### src/rtl/video_pkg.sv
// Shared video-path definitions: intensity mode encodings and default BT.601 weights.
// Latency: not applicable (type and constant definitions only).
// Backpressure: not applicable.
package video_pkg;

    // Intensity selection, captured per pixel at the first pipeline stage.
    typedef enum logic [1:0] {
        MODE_LUMA  = 2'd0,  // weighted BT.601 luma, rounded to nearest
        MODE_MAX   = 2'd1,  // max(r, g, b)
        MODE_FAST  = 2'd2,  // (r + 2g + b) >> 2
        MODE_GREEN = 2'd3   // green passthrough
    } mode_e;

    // Default BT.601 weights as fixed-point fractions of 2**DEF_COEF_W.
    localparam int DEF_COEF_W = 10;
    localparam int DEF_COEF_R = 306;
    localparam int DEF_COEF_G = 601;
    localparam int DEF_COEF_B = 117;

endpackage

### src/rtl/pix_coord_cnt.sv
// Pixel coordinate tracker: x/y counters with frame-start resync and sof/eol/eof flags.
// Latency: combinational; coordinates and flags describe the pixel on the inputs this cycle.
// Backpressure: none; counters advance on every de and hold otherwise.
//
// Ports: clk/rst_n (async active-low), vs frame-start, de pixel valid,
//        cur_x/cur_y coordinates of the incoming pixel, sof/eol/eof position flags
//        (not gated by de; the consumer qualifies them).
module pix_coord_cnt
    import video_pkg::*;
#(
    parameter int H_ACT = 1280,
    parameter int V_ACT = 800,
    localparam int X_W = $clog2(H_ACT),
    localparam int Y_W = $clog2(V_ACT)
) (
    input  logic           clk,
    input  logic           rst_n,
    input  logic           vs,
    input  logic           de,
    output logic [X_W-1:0] cur_x,
    output logic [Y_W-1:0] cur_y,
    output logic           sof,
    output logic           eol,
    output logic           eof
);

    localparam logic [X_W-1:0] X_LAST = X_W'(H_ACT - 1);
    localparam logic [Y_W-1:0] Y_LAST = Y_W'(V_ACT - 1);

    // Coordinate the next pixel will get unless vs overrides it.
    logic [X_W-1:0] x_q;
    logic [Y_W-1:0] y_q;
    logic           x_last;
    logic           y_last;

    // vs arriving together with de makes that very pixel (0,0).
    always_comb begin
        cur_x  = vs ? '0 : x_q;
        cur_y  = vs ? '0 : y_q;
        x_last = (cur_x == X_LAST);
        y_last = (cur_y == Y_LAST);
        sof    = (cur_x == '0) && (cur_y == '0);
        eol    = x_last;
        eof    = x_last && y_last;
    end

    always_ff @(posedge clk or negedge rst_n) begin
        if (!rst_n) begin
            x_q <= '0;
            y_q <= '0;
        end else if (de) begin
            if (x_last) begin
                x_q <= '0;
                y_q <= y_last ? '0 : cur_y + Y_W'(1);
            end else begin
                x_q <= cur_x + X_W'(1);
                y_q <= cur_y;
            end
        end else if (vs) begin
            x_q <= '0;
            y_q <= '0;
        end
    end

endmodule

### src/rtl/rgb_luma_pipe.sv
// RGB-to-intensity converter (luma / max / fast luma / green) with aligned pixel coordinates.
// Latency: fixed 3 cycles from data_de to o_de, one pixel per cycle.
// Backpressure: none; the source must accept one output per input pixel.
//
// Ports: i_pix_clk, rst_n (async active-low); data_vs/data_de/data_r/g/b/mode in;
//        o_de, gray, pix_x, pix_y, o_sof, o_eol, o_eof out.
// Optional macro LUMA_STATS_EN adds per-frame stat_max/stat_sum/stat_vld outputs.
module rgb_luma_pipe
    import video_pkg::*;
#(
    parameter int DATA_W = 8,
    parameter int H_ACT  = 1280,
    parameter int V_ACT  = 800,
    parameter int COEF_W = DEF_COEF_W,
    parameter int COEF_R = DEF_COEF_R,
    parameter int COEF_G = DEF_COEF_G,
    parameter int COEF_B = DEF_COEF_B,
    localparam int X_W   = $clog2(H_ACT),
    localparam int Y_W   = $clog2(V_ACT),
    localparam int ACC_W = DATA_W + COEF_W + 2
) (
    input  logic              i_pix_clk,
    input  logic              rst_n,
    input  logic              data_vs,
    input  logic              data_de,
    input  logic [DATA_W-1:0] data_r,
    input  logic [DATA_W-1:0] data_g,
    input  logic [DATA_W-1:0] data_b,
    input  logic [1:0]        mode,
    output logic              o_de,
    output logic [DATA_W-1:0] gray,
    output logic [X_W-1:0]    pix_x,
    output logic [Y_W-1:0]    pix_y,
    output logic              o_sof,
    output logic              o_eol,
    output logic              o_eof
`ifdef LUMA_STATS_EN
    ,
    output logic [DATA_W-1:0]         stat_max,
    output logic [DATA_W+X_W+Y_W-1:0] stat_sum,
    output logic                      stat_vld
`endif
);

    localparam int PROD_W = DATA_W + COEF_W;

    if (COEF_R + COEF_G + COEF_B != (1 << COEF_W)) begin : g_coef_chk
        $error("rgb_luma_pipe: COEF_R+COEF_G+COEF_B must equal 2**COEF_W");
    end

    // ---------------- coordinates of the incoming pixel ----------------
    logic [X_W-1:0] in_x;
    logic [Y_W-1:0] in_y;
    logic           in_sof, in_eol, in_eof;

    pix_coord_cnt #(
        .H_ACT (H_ACT),
        .V_ACT (V_ACT)
    ) u_coord (
        .clk   (i_pix_clk),
        .rst_n (rst_n),
        .vs    (data_vs),
        .de    (data_de),
        .cur_x (in_x),
        .cur_y (in_y),
        .sof   (in_sof),
        .eol   (in_eol),
        .eof   (in_eof)
    );

    // ---------------- S1: products and non-luma candidates ----------------
    logic [DATA_W-1:0] mx_rg, mx_rgb;
    logic [DATA_W+1:0] fast_sum;

    always_comb begin
        mx_rg    = (data_r > data_g) ? data_r : data_g;
        mx_rgb   = (mx_rg > data_b) ? mx_rg : data_b;
        fast_sum = (DATA_W+2)'(data_r) + (DATA_W+2)'({data_g, 1'b0}) + (DATA_W+2)'(data_b);
    end

    logic              v1, sof1, eol1, eof1;
    logic [PROD_W-1:0] pr1, pg1, pb1;
    logic [DATA_W-1:0] max1, fast1, grn1;
    mode_e             mode1;
    logic [X_W-1:0]    x1;
    logic [Y_W-1:0]    y1;

    always_ff @(posedge i_pix_clk or negedge rst_n) begin
        if (!rst_n) begin
            v1    <= 1'b0;
            pr1   <= '0;
            pg1   <= '0;
            pb1   <= '0;
            max1  <= '0;
            fast1 <= '0;
            grn1  <= '0;
            mode1 <= MODE_LUMA;
            x1    <= '0;
            y1    <= '0;
            sof1  <= 1'b0;
            eol1  <= 1'b0;
            eof1  <= 1'b0;
        end else begin
            v1 <= data_de;
            if (data_de) begin
                pr1   <= PROD_W'(data_r) * PROD_W'(COEF_R);
                pg1   <= PROD_W'(data_g) * PROD_W'(COEF_G);
                pb1   <= PROD_W'(data_b) * PROD_W'(COEF_B);
                max1  <= mx_rgb;
                fast1 <= fast_sum[DATA_W+1:2];
                grn1  <= data_g;
                mode1 <= mode_e'(mode);
                x1    <= in_x;
                y1    <= in_y;
                sof1  <= in_sof;
                eol1  <= in_eol;
                eof1  <= in_eof;
            end
        end
    end

    // ---------------- S2: weighted sum with half-LSB rounding ----------------
    logic              v2, sof2, eol2, eof2;
    logic [ACC_W-1:0]  sum2;
    logic [DATA_W-1:0] max2, fast2, grn2;
    mode_e             mode2;
    logic [X_W-1:0]    x2;
    logic [Y_W-1:0]    y2;

    always_ff @(posedge i_pix_clk or negedge rst_n) begin
        if (!rst_n) begin
            v2    <= 1'b0;
            sum2  <= '0;
            max2  <= '0;
            fast2 <= '0;
            grn2  <= '0;
            mode2 <= MODE_LUMA;
            x2    <= '0;
            y2    <= '0;
            sof2  <= 1'b0;
            eol2  <= 1'b0;
            eof2  <= 1'b0;
        end else begin
            v2 <= v1;
            if (v1) begin
                sum2  <= ACC_W'(pr1) + ACC_W'(pg1) + ACC_W'(pb1) + ACC_W'(1 << (COEF_W - 1));
                max2  <= max1;
                fast2 <= fast1;
                grn2  <= grn1;
                mode2 <= mode1;
                x2    <= x1;
                y2    <= y1;
                sof2  <= sof1;
                eol2  <= eol1;
                eof2  <= eof1;
            end
        end
    end

    // ---------------- S3: scale, saturate, select ----------------
    logic [ACC_W-1:0]  shifted;
    logic [DATA_W-1:0] luma, result;

    always_comb begin
        shifted = sum2 >> COEF_W;
        // Only reachable with coefficient sets whose rounding pushes past full scale.
        luma    = (shifted > ACC_W'((1 << DATA_W) - 1)) ? '1 : shifted[DATA_W-1:0];
        case (mode2)
            MODE_LUMA: result = luma;
            MODE_MAX:  result = max2;
            MODE_FAST: result = fast2;
            default:   result = grn2;
        endcase
    end

    // Data outputs hold through bubbles; flags are only ever high with o_de.
    always_ff @(posedge i_pix_clk or negedge rst_n) begin
        if (!rst_n) begin
            o_de  <= 1'b0;
            gray  <= '0;
            pix_x <= '0;
            pix_y <= '0;
            o_sof <= 1'b0;
            o_eol <= 1'b0;
            o_eof <= 1'b0;
        end else begin
            o_de  <= v2;
            o_sof <= v2 & sof2;
            o_eol <= v2 & eol2;
            o_eof <= v2 & eof2;
            if (v2) begin
                gray  <= result;
                pix_x <= x2;
                pix_y <= y2;
            end
        end
    end

`ifdef LUMA_STATS_EN
    // ---------------- per-frame statistics on the output stream ----------------
    localparam int SUM_W = DATA_W + X_W + Y_W;

    logic [SUM_W-1:0]  acc_sum, sum_tot;
    logic [DATA_W-1:0] acc_max, max_tot;

    // sof restarts the frame, so a frame cut short by vs never reaches eof.
    always_comb begin
        sum_tot = (o_sof ? '0 : acc_sum) + SUM_W'(gray);
        max_tot = (o_sof || (gray > acc_max)) ? gray : acc_max;
    end

    always_ff @(posedge i_pix_clk or negedge rst_n) begin
        if (!rst_n) begin
            acc_sum  <= '0;
            acc_max  <= '0;
            stat_sum <= '0;
            stat_max <= '0;
            stat_vld <= 1'b0;
        end else begin
            stat_vld <= o_de & o_eof;
            if (o_de) begin
                acc_sum <= sum_tot;
                acc_max <= max_tot;
                if (o_eof) begin
                    stat_sum <= sum_tot;
                    stat_max <= max_tot;
                end
            end
        end
    end
`endif

endmodule

### config.mk
export PLATFORM = sky130hd
export DESIGN_NAME = rgb_luma_pipe
export DESIGN_NICKNAME = d
export VERILOG_FILES = /design/src/rtl/video_pkg.sv /design/src/rtl/pix_coord_cnt.sv /design/src/rtl/rgb_luma_pipe.sv
export SDC_FILE = /design/constraint.sdc
export NUM_CORES = 1
export LEC_CHECK = 0
export BUFFER_PORTS_ARGS = -buffer_cell sky130_fd_sc_hd__buf_2
export CAP_MARGIN = 10
export CORE_ASPECT_RATIO = 0.75
export CORE_UTILIZATION = 65
export CTS_BUF_LIST = sky130_fd_sc_hd__clkbuf_8
export DETAILED_ROUTE_END_ITERATION = 6
export PLACE_DENSITY = 0.84
export SLEW_MARGIN = 20
export SYNTH_ARGS = -nofsm -noshare
export SYNTH_HDL_FRONTEND = slang
export SYNTH_HIERARCHICAL = 1
export SYNTH_SLANG_ARGS = --single-unit
### constraint.sdc
create_clock -name i_pix_clk -period 3.5 [get_ports i_pix_clk]
set_input_delay 0.35 -clock i_pix_clk [delete_from_list [all_inputs] [get_ports i_pix_clk]]
set_output_delay 0.35 -clock i_pix_clk [all_outputs]
set_load 0.1 [all_outputs]
-- Word-level counts from Yosys, hierarchy flattened
Cells that the tools add are included.
W data, S select, Z words.
- bits of input ports: 30
- word-level logic and storage cells: 69
- bits in registers: 225
- output and inout port bits: 33
- $lt $le $gt $ge: 3
- $mul: 3
- add/sub/neg operators: 7
- equality and inequality tests: 4
- bitwise gates (word level): 3
- reduce and logical (&&, ||, !) cells: 5
- multiplexer cells: 11
- operator list (cell ; number):
    $mux W10 ; 4
    $mux W11 ; 3
    $mux W8 ; 3
    $pmux W8 S3 ; 1
    $add A19 B15 Y20 ; 1
    $add A20 B10 Y20 const B ; 1
    $add A17 B18 Y19 ; 1
    $mul A8 B10 Y18 const B ; 1
    $gt A8 B8 Y1 ; 2
    $mul A8 B8 Y16 const B ; 1
    $mul A8 B7 Y15 const B ; 1
    $add A11 B1 Y11 const B ; 1
    $eq A11 B11 Y1 const B ; 1
    $logic_not A11 Y1 ; 1
    $add A10 B1 Y10 const B ; 1
    $add A10 B8 Y10 ; 1
    $add A8 B9 Y10 ; 1
    $eq A10 B10 Y1 const B ; 1
    $gt A10 B8 Y1 const B ; 1
    $logic_not A10 Y1 ; 1
    $and A1 B1 Y1 ; 3
    $eq A2 B1 Y1 const B ; 1
    $eq A2 B2 Y1 const B ; 1
    $logic_and A1 B1 Y1 ; 2
    $logic_not A2 Y1 ; 1

-- Logic depth before layout (Yosys ltp)
Gate-level depths: netlist (run 1).
- depth after elaboration: 5
- gate-level depth with buffers: 15

-- Hierarchy
The synthesis (run 1) kept the hierarchy.
- by module, submodules not included (module ; cells an instance ; area each (sq um) ; times used):
    rgb_luma_pipe ; 1064 ; 12537.0 ; 1
    pix_coord_cnt ; 155 ; 1392.6 ; 1

-- Worst setup path before layout (run 1)
Ideal clock, no wire load.
- path type: input to register
- from: in data_b[1]
- to: reg pb1[12]
- buffers on the path: 0
- library setup time: 125 ps
- stages on the path: 13
- setup slack: -118 ps
- arrival time: 3493 ps
- cells stage by stage: fa_1 > inv_1 > fa_1 > inv_1 > ha_1 > fa_1 > ha_1 > nor3_1 > nor2_1 > a41oi_1 > o21bai_1 > xor2_1 > mux2_2
- word-level cells in the longest chain between the ends: 1
- RTL lines (item ; RTL line ; source):
    start: declaration ; rgb_luma_pipe.sv:28 ; input logic [DATA_W-1:0] data_b,
    $mul A8 B7 Y15 ; rgb_luma_pipe.sv:108 ; pb1 <= PROD_W'(data_b) * PROD_W'(COEF_B);
    end signal: assignment ; rgb_luma_pipe.sv:108 ;
    end: declaration ; rgb_luma_pipe.sv:82 ; logic [PROD_W-1:0] pr1, pg1, pb1;
Every way passes these cells.
A chain may end at the register's enable or synchronous reset.

-- Worst setup path after layout (run 1)
- from: in data_g[6]
- to: reg pg1[16]
- word-level cells in the longest chain between the ends: 1
- RTL lines (item ; RTL line ; source):
    start: declaration ; rgb_luma_pipe.sv:27 ; input logic [DATA_W-1:0] data_g,
    $mul A8 B10 Y18 ; rgb_luma_pipe.sv:107 ; pg1 <= PROD_W'(data_g) * PROD_W'(COEF_G);
    end signal: assignment ; rgb_luma_pipe.sv:107 ;
    end: declaration ; rgb_luma_pipe.sv:82 ;
Every way passes these cells.

==> impl_results.md, run 1 <==
* Status: finished, final reports clean
* Final Wtd Congestion at 0.946
* Slew of the pin with the lowest slew margin at 1130 ps
* Sink Count at 212
* Logic pwr share at 0.521
* CTS Buffer Depth at 3
* H-tree depth at 2
* Syn avg cell area at 11.4 sq um
* Final WL at 34200 microns
* Endpoints failing hold at 0
* Power density over cell area at 734 nW/um^2
* Critical path depth in cells at 13
* Hold WC Path Type: in -> reg
* Pre-CTS WS at -309 ps
* Area Growth Syn to Fin at 14.9%
* Antenna violations before repair at 1
* Clk root buf: clkbuf_8
* Die area at between 20000 and 25000 sq um
* Sw frac at 0.408
* Vias at 10180
* Post-route ant nets at 0
* Distinct cells, synth at 77
* Switching power at 4.79 mW
* Die Wd at 171 microns
* Required @ worst endpoint at 3910 ps
* Clock transition at path regs at 70 ps
* Final period util at 0.962
* Number of global-route vias before repair at 10345
* Worst-case reg-to-reg path depth at 12
* Count leader, synth: dfrtp_1
* Die H at 129 microns
* GRT Total Usage at 0.332
* CP max-delay cell: fa_1
* Hold Path Cell Cnt at 2
* Primary FF master, synth: dfrtp_1
* Worst setup SP type: input pin
* Final Critical Period at 3370 ps
* Hold slack at 77.6 ps
* Crit path DAT at 3770 ps
* Internal Dissipation at 6.94 mW
* Share of total power in sequential cells at 0.283
* Top cells by area, synth: dfrtp_1 (38%), ha_1 (16%), mux2_2 (12%)
* Cts bufs inserted at 34
* TritonRoute pass-1 iters at 7
* Pleak at 8.06 nW
* Worst Skew at roughly 33 ps
* IO Port Bufs at 62
* Final setup margin at approximately 130 ps
* Row count at 45
* Wirelength per Cell at 20.4 microns
* Initial Utilization at 0.676
* Post-synth top area share at 0.381
* Crit end category: flop
* Max cap viols at 0
* Final HPWL DP at 25600 microns
* Synth top cells by count: dfrtp_1 (212), ha_1 (178), mux2_2 (153)
* CTS tree: built
* Max_slew headroom at 0.242
* Maximum number of pins on one net before global-route repair at 103
* Area leader, netlist: dfrtp_1
* Asr flop ratio synth at 1.00
* Crit path top cell by count: ha_1
* F_max at 0.297 GHz
* Crit-path max cell delay at 490 ps
* Synthesized net count at 1483
* Cell Chain, Critical Path: buf_2 -> buf_4 -> buf_4 -> ha_1 -> fa_1 -> ha_1 -> ha_1 -> a211oi_1 -> o21ai_0 -> a31oi_1 -> o21ai_0 -> xor2_1 -> mux2_2
* #FFs+latches synth at between 200 and 250
* Crit Path Category: in -> reg
* I/O Pins at between 60 and 70
* RSZ-0062 raised after global routing: false
* Grt total ovfl at 0
* Pins Over Slew Limit at 0
* Number of diodes at 0
* Post-DP Area at 15300 sq um
* Worst-path fanout max at 5
* Crit path max-delay family: adder cells
* Fin nets at 1637
* Initial DRC count at 815
* Power share of the clock group at 0.196
* Core area at 20600 sq um
* First-pass GRT wire length at 55400 microns
* Maximum VDD drop at 735 uV
* Via density at just over 6
* Worst path buffer plus inverter count at 3
* Synth warn at 6
* Setup Viol. Count Final at 0
* Mapped Area at between 10000 and 15000 sq um
* Layout cells sized above 1 at 0.288
* Part of the Yosys area used for sequential elements at 0.381
* Synth Instances at 1219
* Clk_lat worst skew at between 500 and 600 ps
* Design area at ~16000 sq um
* Number of synthesized flops with an enable pin at 0
* Drt drc at 0
-- layout make-up --
type	count	area, sq um
inverter	113	424
tap	282	353
clock buffer	41	564
timing repair buffer	160	1070
clock inverter	18	166
fill	1322	4610
sequential	212	5310
multi-input combinational	852	8110
-- repair_timing --
| item | in CTS | in global routing |
|---|---|---|
| gates resized for setup | 0 | 0 |
| buffers inserted | 0 | 0 |
| hold endpoints to repair | 99 | 0 |
| hold buffers | 1 | 0 |
-- path summary, 6_finish.rpt --
check,startpoint,end,slack (ps)
hold reg to reg,eol2,o_eol,480
max in group asynchronous,rst_n,fast2[7],2100
setup / recovery,data_g[6],pg1[16],130
setup reg to reg,pr1[8],sum2[15],280
hold / removal,mode[0],mode1[0],80
min in group asynchronous,rst_n,pix_x[5],430
-- placed cells by master (no fill, tap or decap), drive strengths merged, types with 8 or more instances in the layout --
| cell | Yosys | routed |
|---|---|---|
| dfrtp | 212 | 212 |
| ha | 178 | 178 |
| buf | 15 | 159 |
| mux2 | 154 | 154 |
| inv | 112 | 120 |
| fa | 56 | 56 |
| nor2 | 55 | 55 |
| nand2 | 53 | 53 |
| a21oi | 46 | 46 |
| clkbuf | 27 | 41 |
| xnor2 | 30 | 30 |
| o21ai | 30 | 30 |
| nor2b | 21 | 21 |
| nand4 | 21 | 21 |
| a21o | 18 | 18 |
| nor3 | 12 | 12 |
| o21a | 10 | 10 |
| a31o | 10 | 10 |
| nand3 | 9 | 9 |
| o22ai | 9 | 9 |
| xor2 | 9 | 9 |
| nand2b | 9 | 9 |
| a31oi | 8 | 8 |
| o21bai | 8 | 8 |
| o31ai | 8 | 8 |
-- stage by stage --
step | total power, mW | util | setup TNS (ps) | std cells
finish | 11.7 | 0.777 | 0 | 1678
detailed placement | 9.25 | 0.741 | -4650 | 1618
global route | 12.7 | 0.777 | 0 | 1678
floorplan | 7.43 | - | 0 | 1219
CTS | 11.7 | 0.777 | 0 | 1678
global placement | 8.97 | 0.741 | -3100 | 1618
-- power by group through the flow --
stage | registers [mW] | logic (mW) | clock network, mW
floorplan | 3.41 | 4.02 | 0
global route | 3.36 | 6.83 | 2.46
finish | 3.32 | 6.12 | 2.30
global placement | 3.32 | 5.65 | 0
CTS | 3.30 | 6.05 | 2.33
detailed placement | 3.34 | 5.90 | 0
-- logic make-up (layout without fill, tap and decap cells) --
family | Yosys count | count (layout) | share of synthesized area
fa+ha+maj | 234 | 234 | 0.240
simple gates | 230 | 230 | 0.0894
flops | 212 | 212 | 0.381
compound gates | 189 | 189 | 0.0928
mux | 160 | 160 | 0.129
buf+inv | 155 | 332 | 0.0430
xor+xnor | 39 | 39 | 0.0245
-- per-layer routing --
metal | wire (microns) | global-route usage
met2 | 14900 | 0.500
met5 | 0 | 0
met4 | 693 | 0.0825
met3 | 3130 | 0.0867
met1 | 15500 | 0.482
-- state kept, by name, summed over array words and instances, names as in the netlist, 10 cells and up --
register / cells
pg1: 18
pr1: 16
pb1: 15
pix_x: 11
u_coord/x_q: 11
x1: 11
x2: 11
pix_y: 10
sum2: 10
u_coord/y_q: 10
y1: 10
y2: 10
Power figures use the tool's default switching activity.
==> run 2: changes to the inputs <==
--- a/config.mk
+++ b/config.mk
@@ -8,10 +8,10 @@
 export BUFFER_PORTS_ARGS = -buffer_cell sky130_fd_sc_hd__buf_2
 export CAP_MARGIN = 10
 export CORE_ASPECT_RATIO = 0.75
-export CORE_UTILIZATION = 65
+export CORE_UTILIZATION = 50
 export CTS_BUF_LIST = sky130_fd_sc_hd__clkbuf_8
 export DETAILED_ROUTE_END_ITERATION = 6
-export PLACE_DENSITY = 0.84
+export PLACE_DENSITY = 0.67
 export SLEW_MARGIN = 20
 export SYNTH_ARGS = -nofsm -noshare
 export SYNTH_HDL_FRONTEND = slang
==> impl_results.md, run 2 (same netlist as run 1, synthesis figures left out) <==
* Via density at 5.57 (-8.2%)
* GRT Total Usage at 0.239 (-0.0932)
* Max_slew headroom at 0.440 (+0.198)
* Required @ worst endpoint at 3910 ps (about the same)
* Initial Utilization at 0.512 (-0.164)
* Commonest non-fill, non-tap cell in the layout: dfrtp_1
* Layout cells sized above 1 at 0.284 (-0.00348)
* CP max-delay cell: fa_1
* Fin nets at 1644 (+0.43%)
* CTS Buffer Depth at 3 (unchanged)
* Hold Buf Count CTS at 1 (unchanged)
* Crit path DAT at 3770 ps (about the same)
* CTS tree: built
* Clock transition at path regs at 70 ps (about the same)
* TritonRoute pass-1 iters at 4 (-3)
* Row count at 52 (+16%)
* Final Critical Period at 3370 ps (+0.950 ps)
* Crit end category: flop
* Max cap viols at 0 (unchanged)
* IO Port Bufs at 62 (unchanged)
* Post-route ant nets at 0 (unchanged)
* Final period util at 0.962 (about the same)
* Final HPWL DP at 25000 microns (-2.6%)
* Clk root buf: clkbuf_8
* Setup Viol. Count Final at 0 (unchanged)
* Area Growth Syn to Fin at 15.2%
* Slew of the pin with the lowest slew margin at 839 ps (-291 ps)
* Die H at 147 microns (+14%)
* Antenna violations before repair at 1 (unchanged)
* Maximum number of pins on one net before global-route repair at 95 (-7.8%)
* Crit path top cell by count: fa_1
* Post-CTS setup buffer count at 0 (unchanged)
* Worst-path fanout max at 4 (-1)
* Die area at 28500 sq um (+30%)
* Status: finished, final reports clean
* Max FFs per register at 18 (unchanged)
* Crit-path max cell delay at 540 ps (+50 ps)
* Final WL at 32700 microns (-4.5%)
* Worst Skew at 25.4 ps (-7.38 ps)
* Register with the most flip-flops: pg1
* Top Registers: pg1 (18), pr1 (16), pb1 (15)
* Cts repair resizes at 0 (unchanged)
* Clk_lat worst skew at 540 ps (about the same)
* Crit Path Category: in -> reg
* Met1 usage at 0.377 (-0.105)
* Worst r2r src: pr1[8]
* Maximum VDD drop at 634 uV (-14%)
* Worst setup SP type: input pin
* Pins Over Slew Limit at 0 (unchanged)
* H-tree depth at 2 (unchanged)
* Most frequent cells in the layout: dfrtp_1 (210), ha_1 (172), mux2_2 (152)
* Number of global-route vias before repair at 9892 (-4.4%)
* Vias at 9745 (-4.3%)
* F_max at 0.297 GHz (about the same)
* Wirelength per Cell at 18.7 microns (-8.4%)
* CP startpoint: data_b[0]
* Endpoints failing hold at 0 (unchanged)
* Power density over cell area at 696 nW/um^2 (-5.2%)
* Hold WC Path Type: in -> reg
* RSZ-0062 raised after global routing: false
* I/O Pins at 63 (unchanged)
* Sink Count at 212 (unchanged)
* Initial DRC count at 550 (-33%)
* Die Wd at 195 microns (+14%)
* Top Usage Layer GRT: met1
* Final setup TNS at 0 ps (unchanged)
* Met3 Usage GRT at 0.0450 (-0.0417)
* Number of diodes at 0 (unchanged)
* GRT met2 Usage at 0.339 (-0.161)
* Cts bufs inserted at 35 (+2.9%)
* Fin util at 0.590 (-0.186)
* Core area at 27200 sq um (+32%)
* Hold_sp: mode[0]
* Pleak at 8.07 nW (+0.11%)
* First-pass GRT wire length at 53400 microns (-3.6%)
* Grt total ovfl at 0 (unchanged)
* Final Wtd Congestion at 0.892 (-5.7%)
* Cell Chain, Critical Path: buf_2 -> fa_1 -> inv_1 -> fa_1 -> inv_1 -> ha_4 -> fa_1 -> ha_4 -> nand2_1 -> o211ai_1 -> a41oi_1 -> o21bai_1 -> xor2_1 -> mux2_2
* Drt drc at 0 (unchanged)
-- run 2: cell count changes in the layout (fill, tap and decap cells not counted), sizes merged --
cell    before  now
clkbuf      41   39
buf        159  165
inv        120  128
clkinv       7    1
bufinv       3    0
-- run 2: metrics by stage --
step / total power [mW] / hold slack, ps / setup slack, ps / cell area [sq um] / cells
final: 11.2 / 54.8 / 134 / 16100 / 1750
after CTS: 11.2 / 35.5 / 158 / 16100 / 1750
after global routing: 12.1 / 44.3 / 13.5 / 16100 / 1750
after global placement: 8.99 / 419 / -304 / 15400 / 1693
after floorplan: 7.43 / 54.4 / 15.0 / 14000 / 1219
after detailed placement: 9.14 / 416 / -413 / 15400 / 1693
-- run 2: final timing paths --
check	endpoint	slack, ps	cells past startpoint
worst max-delay path	pb1[12]	130	14
worst min-delay path	mode1[0]	50	2
worst max register to register	sum2[18]	240	12
worst min register to register	fast1[0]	490	2
max in group asynchronous	grn2[3]	2190	3
min in group asynchronous	pix_x[3]	450	2
-- run 2: report_power, final --
part	internal [mW]	switching [mW]
registers	2.92	0.360
clock network	1.01	0.973
logic	2.67	3.23
total	6.61	4.56
-- run 2: cell type report --
cell class / instances / area [sq um]
Clock inverter: 17 / 72.6
Sequential cell: 212 / 5310
Multi-Input combinational cell: 852 / 8110
Inverter: 113 / 424
Fill cell: 2262 / 11100
Clock buffer: 39 / 537
Tap cell: 351 / 439
Timing Repair Buffer: 166 / 1160
-- run 2: critical path, delay by kind of cell --
kind / cells / cell delay (ps)
muxes: 1 / 270
AOI/OAI and AO/OA: 3 / 700
buffers and inverters: 3 / 230
adders and majority gates: 5 / 2060
and+or+nand+nor: 1 / 60
xor gates and xnor gates: 1 / 90
-- run 2: per-layer routing --
layer	wire, microns	part of all wire
met3	1780	0.055
met5	13	0.00040
met4	459	0.014
met1	17100	0.52
met2	13400	0.41
